File: config.mk
export PLATFORM = sky130hd
export DESIGN_NAME = signed_bcd_decoder
export DESIGN_NICKNAME = d
export VERILOG_FILES = /design/src/rtl/signed_bcd_decoder_pkg.sv /design/src/rtl/signed_bcd_decoder_digit_adjust.sv /design/src/rtl/signed_bcd_decoder.sv
export SDC_FILE = /design/constraint.sdc
export NUM_CORES = 1
export LEC_CHECK = 0
export ABC_AREA = 1
export CAP_MARGIN = 25
export CORE_MARGIN = 5
export CORE_UTILIZATION = 50
export CTS_BUF_LIST = sky130_fd_sc_hd__clkbuf_8 sky130_fd_sc_hd__clkbuf_16
export DETAILED_ROUTE_END_ITERATION = 8
export DONT_BUFFER_PORTS = 1
export SLEW_MARGIN = 10
export SYNTH_ARGS = -nofsm -noshare
export SYNTH_HDL_FRONTEND = slang
export SYNTH_HIERARCHICAL = 1
export SYNTH_SLANG_ARGS = --single-unit
File: constraint.sdc
create_clock -name clk -period 2.4 [get_ports clk]
set_clock_uncertainty 0.05 [all_clocks]
set_input_delay 0.6 -clock clk [delete_from_list [all_inputs] [get_ports clk]]
set_output_delay 0.6 -clock clk [all_outputs]
set_load 0.05 [all_outputs]
File: src/rtl/signed_bcd_decoder_pkg.sv
// Shared definitions for the signed binary to BCD decoder.
package signed_bcd_decoder_pkg;

    typedef enum logic [1:0] {
        IDLE    = 2'd0,
        CONVERT = 2'd1,
        DONE    = 2'd2
    } state_e;

    localparam int DEF_WIDTH  = 8;
    localparam int DEF_DIGITS = 3;

    // Digits at or above this value get +3 before each shift (double dabble).
    localparam logic [3:0] BCD_ADD3_THRESHOLD = 4'd5;

endpackage

File: src/rtl/signed_bcd_decoder_digit_adjust.sv
// One BCD digit correction step of the shift-add-3 algorithm.
module bcd_digit_adjust
    import signed_bcd_decoder_pkg::*;
(
    input  logic [3:0] digit_i,
    output logic [3:0] digit_o
);

    // Add 3 when the digit would overflow past 9 after the next shift.
    always_comb begin
        digit_o = digit_i;
        if (digit_i >= BCD_ADD3_THRESHOLD) begin
            digit_o = digit_i + 4'd3;
        end
    end

endmodule

File: src/rtl/signed_bcd_decoder.sv
// Signed two's-complement to sign + magnitude + packed BCD converter.
module signed_bcd_decoder
    import signed_bcd_decoder_pkg::*;
#(
    parameter int WIDTH  = DEF_WIDTH,
    parameter int DIGITS = DEF_DIGITS
) (
    input  logic                  clk,
    input  logic                  rst,
    input  logic [WIDTH-1:0]      in_data,
    input  logic                  in_valid,
    output logic                  in_ready,
    output logic                  out_sign,
    output logic [WIDTH-1:0]      out_mag,
    output logic [4*DIGITS-1:0]   out_bcd,
    output logic                  out_valid,
    input  logic                  out_ready
);

    localparam int CNT_W = (WIDTH > 1) ? $clog2(WIDTH) : 1;
    localparam int BCD_W = 4 * DIGITS;

    state_e             state_q, state_d;
    logic [CNT_W-1:0]   cnt_q, cnt_d;
    logic [WIDTH-1:0]   raw_q, raw_d;
    logic               load_q, load_d;
    logic               sign_q, sign_d;
    logic [WIDTH-1:0]   mag_q, mag_d;
    logic [WIDTH-1:0]   shift_q, shift_d;
    logic [BCD_W-1:0]   bcd_q, bcd_d;
    logic               out_sign_q, out_sign_d;
    logic [WIDTH-1:0]   out_mag_q, out_mag_d;
    logic [BCD_W-1:0]   out_bcd_q, out_bcd_d;

    logic [BCD_W-1:0]   bcd_adj;
    logic [BCD_W-1:0]   bcd_shifted;
    logic [WIDTH-1:0]   mag_abs;

    for (genvar g = 0; g < DIGITS; g++) begin : g_adj
        bcd_digit_adjust u_adj (
            .digit_i (bcd_q[4*g +: 4]),
            .digit_o (bcd_adj[4*g +: 4])
        );
    end

    // Magnitude of the captured word and the next shift-add-3 BCD value.
    always_comb begin
        mag_abs     = raw_q[WIDTH-1] ? (~raw_q + WIDTH'(1)) : raw_q;
        bcd_shifted = {bcd_adj[BCD_W-2:0], shift_q[WIDTH-1]};
    end

    // The capture edge only registers the raw word; the first CONVERT cycle
    // negates and loads it, then WIDTH shift cycles follow, so the result
    // lands WIDTH+1 edges after the handshake.
    always_comb begin
        state_d    = state_q;
        cnt_d      = cnt_q;
        raw_d      = raw_q;
        load_d     = load_q;
        sign_d     = sign_q;
        mag_d      = mag_q;
        shift_d    = shift_q;
        bcd_d      = bcd_q;
        out_sign_d = out_sign_q;
        out_mag_d  = out_mag_q;
        out_bcd_d  = out_bcd_q;

        case (state_q)
            IDLE: begin
                if (in_valid) begin
                    raw_d   = in_data;
                    load_d  = 1'b1;
                    cnt_d   = '0;
                    state_d = CONVERT;
                end
            end
            CONVERT: begin
                if (load_q) begin
                    load_d  = 1'b0;
                    sign_d  = raw_q[WIDTH-1];
                    mag_d   = mag_abs;
                    shift_d = mag_abs;
                    bcd_d   = '0;
                end else begin
                    bcd_d   = bcd_shifted;
                    shift_d = {shift_q[WIDTH-2:0], 1'b0};
                    cnt_d   = cnt_q + CNT_W'(1);
                    if (cnt_q == CNT_W'(WIDTH - 1)) begin
                        cnt_d      = '0;
                        out_sign_d = sign_q;
                        out_mag_d  = mag_q;
                        out_bcd_d  = bcd_shifted;
                        state_d    = DONE;
                    end
                end
            end
            DONE: begin
                if (out_ready) begin
                    state_d = IDLE;
                end
            end
            default: state_d = IDLE;
        endcase
    end

    // State and datapath registers, cleared asynchronously by reset.
    always_ff @(posedge clk or posedge rst) begin
        if (rst) begin
            state_q    <= IDLE;
            cnt_q      <= '0;
            raw_q      <= '0;
            load_q     <= 1'b0;
            sign_q     <= 1'b0;
            mag_q      <= '0;
            shift_q    <= '0;
            bcd_q      <= '0;
            out_sign_q <= 1'b0;
            out_mag_q  <= '0;
            out_bcd_q  <= '0;
        end else begin
            state_q    <= state_d;
            cnt_q      <= cnt_d;
            raw_q      <= raw_d;
            load_q     <= load_d;
            sign_q     <= sign_d;
            mag_q      <= mag_d;
            shift_q    <= shift_d;
            bcd_q      <= bcd_d;
            out_sign_q <= out_sign_d;
            out_mag_q  <= out_mag_d;
            out_bcd_q  <= out_bcd_d;
        end
    end

    assign in_ready  = (state_q == IDLE) && !rst;
    assign out_valid = (state_q == DONE);
    assign out_sign  = out_sign_q;
    assign out_mag   = out_mag_q;
    assign out_bcd   = out_bcd_q;

endmodule

==> Word level (Yosys, flattened, before mapping) <==
Cells that the tools add are included.
{ "op_classes": {"n_eq_ne": 7, "n_bitwise": 2, "muxes": 17, "addsub": 5, "reduce_logical": 10, "n_lt_le_gt_ge": 3} }
{ "ops": {"columns": ["cell", "n"], "rows": [
  ["8-bit 2-to-1 mux", 2],
  ["4-bit by 3-bit >= comparator with 1-bit output, second input constant", 3],
  ["12-bit 2-to-1 mux", 1],
  ["3-bit 2-to-1 mux", 4],
  ["4-bit by 2-bit adder with 4-bit output, second input constant", 2],
  ["8-bit by 1-bit adder with 8-bit output, second input constant", 1],
  ["2-bit 2-to-1 mux", 4],
  ["4-bit 2-to-1 mux", 2],
  ["8-bit NOT", 1],
  ["2-bit != test, second input constant", 3],
  ["2-bit case mux with 3 select lines", 1],
  ["3-bit case mux with 2 select lines", 1],
  ["2-bit AND reduction", 3],
  ["3-bit AND reduction", 2],
  ["4-bit AND reduction", 1],
  ["3-bit by 1-bit adder with 3-bit output, second input constant", 1],
  ["3-bit by 2-bit adder with 3-bit output, second input constant", 1],
  ["3-bit equality test, second input constant", 1],
  ["2-bit by 1-bit equality test with 1-bit output, second input constant", 1],
  ["2-bit equality test, second input constant", 1],
  ["2-bit logical NOT", 1],
  ["2-bit by 1-bit != test with 1-bit output, second input constant", 1],
  ["1-bit case mux with 2 select lines", 1],
  ["2-bit nonzero test", 1],
  ["4 further kinds", 4]
]} }
{ "word_totals": {"out_inout_bits": 23, "inputBits": 12, "register_bits": 64} }

==> Logic depth before layout (Yosys ltp) <==
{ "depth": {"word_depth": 4, "depth_mapped": 9, "mapped_depth_nobuf": 9} }

==> Cells and area by module <==
The synthesis kept the hierarchy.
{ "by_module_without_submodules": {"columns": ["mod", "cells_each", "instances", "area_each_um2"], "rows": [
  ["signed_bcd_decoder", 282, 1, 2627.5],
  ["bcd_digit_adjust", 23, 3, 135.1]
]} }

==> Least setup slack after synthesis <==
OpenSTA, ideal clock, no wires.
{ "synth_timing": {"path_kind": "input-to-output", "start": "in rst", "end": "out in_ready", "required_time_ns": 1.750, "slack_ns": 0.105, "n_path_buf": 0, "arrival_ns": 1.645, "stages": 1, "cell_sequence": "nor3_1"} }
{ "synth_via": {"elab_chain_len": 2} }
{ "synth_lines": {"columns": ["item", "line", "source"], "rows": [
  ["start: declaration", "signed_bcd_decoder.sv:9", "input logic rst,"],
  ["1-bit logical NOT", "signed_bcd_decoder.sv:135", "assign in_ready = (state_q == IDLE) && !rst;"],
  ["1-bit logical AND", "signed_bcd_decoder.sv:135", null],
  ["end: declaration", "signed_bcd_decoder.sv:12", "output logic in_ready,"]
]} }
Every way passes these cells.

==> Worst setup path after layout <==
{ "layout_timing": {"start": "reg state_q[1]", "end": "out out_valid"} }
{ "layout_via": {"elab_chain_len": 1} }
{ "layout_lines": {"columns": ["item", "line", "source"], "rows": [
  ["start: declaration", "signed_bcd_decoder.sv:23", "state_e state_q, state_d;"],
  ["start signal: assignment", "signed_bcd_decoder.sv:121", "state_q <= state_d;"],
  ["2-bit equality test", "signed_bcd_decoder.sv:136", "assign out_valid = (state_q == DONE);"],
  ["end: declaration", "signed_bcd_decoder.sv:16", "output logic out_valid,"]
]} }
Every way passes these cells.

==> impl_metrics.py <==
metrics = {
    "worst_setup_path": {
        "critPathKind": "flop to output pin",
        "r2r_slack_ns": 0.62,
        "crit_required_ns": 1.75,
        "cp_data_arrival_time_ns": 1.21,
        "critPathLaunchType": "flop",
        "r2r_start": "cnt_q[0]",
        "slowest_stage": "dfrtp_1",
        "rr_worst_depth": 7,
        "r2r-end": "out_sign",
        "cp-end-kind": "output pin",
        "critPathMaxStageDelay_ns": 0.43,
        "path_cells": "inv_1, nor2_1, buf_4",
        "crit_path_max_fanout": 3,
    },
    "die": {
        "fp.coreArea_sq_um": 5890,
        "rows": 28,
        "die_w_um": 87.5,
        "die_area_sq_um": 7660,
        "initial_utilization": 0.511,
        "die_y_um": 87.5,
        "pin_count": 35,
    },
    "clocking": {
        "path_clk_slew_ns": 0.08,
        "clock_path_buffers": 2,
        "h-tree-depth": 3,
        "numCtsBuffers": 9,
        "clk_latency_ns": 0.34,
        "cts_hold_buf": 0,
        "root_buffer": "clkbuf_8",
        "cts.repair.resized": 0,
        "cts.sinks": 64,
        "cts_tree": "built",
        "post-cts-setup-buffers": 0,
    },
    "placement": {
        "placed_cells": 415,
        "pre_cts_slack_ns": 0.587,
        "place_hpwl_um": 3890,
        "place_congestion": 0.775,
        "port_buffers": 0,
    },
    "route": {
        "ant_nets": 0,
        "wl_um": 5620,
        "vias": 2146,
        "drc": 0,
        "drtIter0Drc": 95,
        "firstDrtPassIters": 4,
        "wl_per_cell_um": 13.0,
        "via_per_inst": 4.98,
    },
    "timing": {
        "hold_viol": 0,
        "tightest_slew_ns": 0.642,
        "maxSlewViolCount": 0,
        "tns_ns": 0,
        "slew_headroom": 0.572,
        "fmax_ghz": 0.538,
        "setup_viol": 0,
        "period_share": 0.775,
        "fin_crit_ns": 1.86,
        "rsz0062_at_grt": "false",
        "setup_ws_ns": 0.541,
    },
    "cells_and_area": {
        "finish.utilization": 0.555,
        "nFillCells": 551,
        "fin_cells": 431,
        "n_antenna_cell": 0,
        "area_growth_pct": 8.74,
        "layout.nets": 372,
        "drive_gt1_frac": 0.132,
    },
    "pwr": {
        "power_mw": 4.85,
        "p_leak_nw": 1.66,
        "vdd_drop_max_uv": 628,
        "power_density_nw_per_um2": 1480,
    },
    "synthesis": {
        "netlist_instances": 346,
        "synth_area_sq_um": 3010,
        "synth_nets": 367,
        "syn_area_per_cell_sq_um": 8.69,
        "ys_warn_count": 6,
    },
    "grt": {
        "grt_pass1_vias": 2143,
        "antenna_found_initial": 0,
        "overflow": 0,
        "grt_pass1_wl_um": 9800,
        "grt.total_usage": 0.165,
        "grt_max_degree": 40,
    },
    "run_status": {
        "status": "finished clean",
    },
    "flow_run": {
        "maxCapViolations": 0,
    },
    "worst_hold_path": {
        "hold_class": "input pin to asynchronous set/reset pin",
    },
}
critical path, delay by kind of cell (launching register included):
family	cells	cell delay, ns
buf+inv	2	0.31
flops	1	0.43
simple gates	1	0.12
through the flow:
step,area (sq um),hold WS [ns]
global route,3270,0.148
floorplan,3010,0.399
global placement,3090,0.415
finish,3270,0.123
CTS,3270,0.142
detailed placement,3090,0.421
state kept, by name, indices dropped and copies added (netlist names), 2 cells and up:
signal / flops
out_mag: 8
out_bcd: 12
mag_q: 8
bcd_q: 12
raw_q: 8
cnt_q: 3
state_q: 2
shift_q: 8
worst max-delay path by stage:
stage,depth (start not counted),start,to
finish,3,state_q[1],out_valid
global route,7,cnt_q[0],out_bcd[5]
CTS,3,state_q[1],out_valid
detailed placement,6,cnt_q[0],state_q[1]
global placement,6,cnt_q[0],state_q[1]
floorplan,1,rst,in_ready
cells in the final DEF, fill, tap and decap left out:
cell type,n
nand2_1,91
dfrtp_1,64
inv_1,45
o21ai_0,39
nor2_1,23
nand3_1,19
o21ai_2,9
ha_1,9
clkbuf_8,9
nor2_4,8
a21oi_1,8
inv_2,6
a22oi_1,4
buf_4,4
clkinv_2,3
nand2_2,3
nor3_1,2
o211ai_1,2
a21oi_2,2
nand2_4,1
o21bai_1,1
o31ai_1,1
nand4_1,1
bufinv_16,1
buf_12,1
per-layer routing:
metal,up-vias,share of wire,global-route usage
li1,1105,-,-
met1,1001,0.46,0.200
met2,32,0.48,0.271
met3,8,0.046,0.0536
met4,0,0.016,0.0697
met5,-,0,0
cell type report:
class	count	area [sq um]	share of cell area
clock buffer	9	124	0.0379
multi-input combinational	223	1160	0.356
sequential	64	1600	0.490
clock inverter	7	56.3	0.0172
timing repair buffer	5	50.0	0.0153
inverter	48	180	0.0551
tap	75	93.8	0.0287
where the power goes:
group	internal, mW	switching (mW)	total (mW)
registers	1.51	0.785	2.30
clock network	0.463	0.397	0.860
logic	0.586	1.10	1.69
total	2.56	2.28	4.85
(Power assumes the default switching activity.)
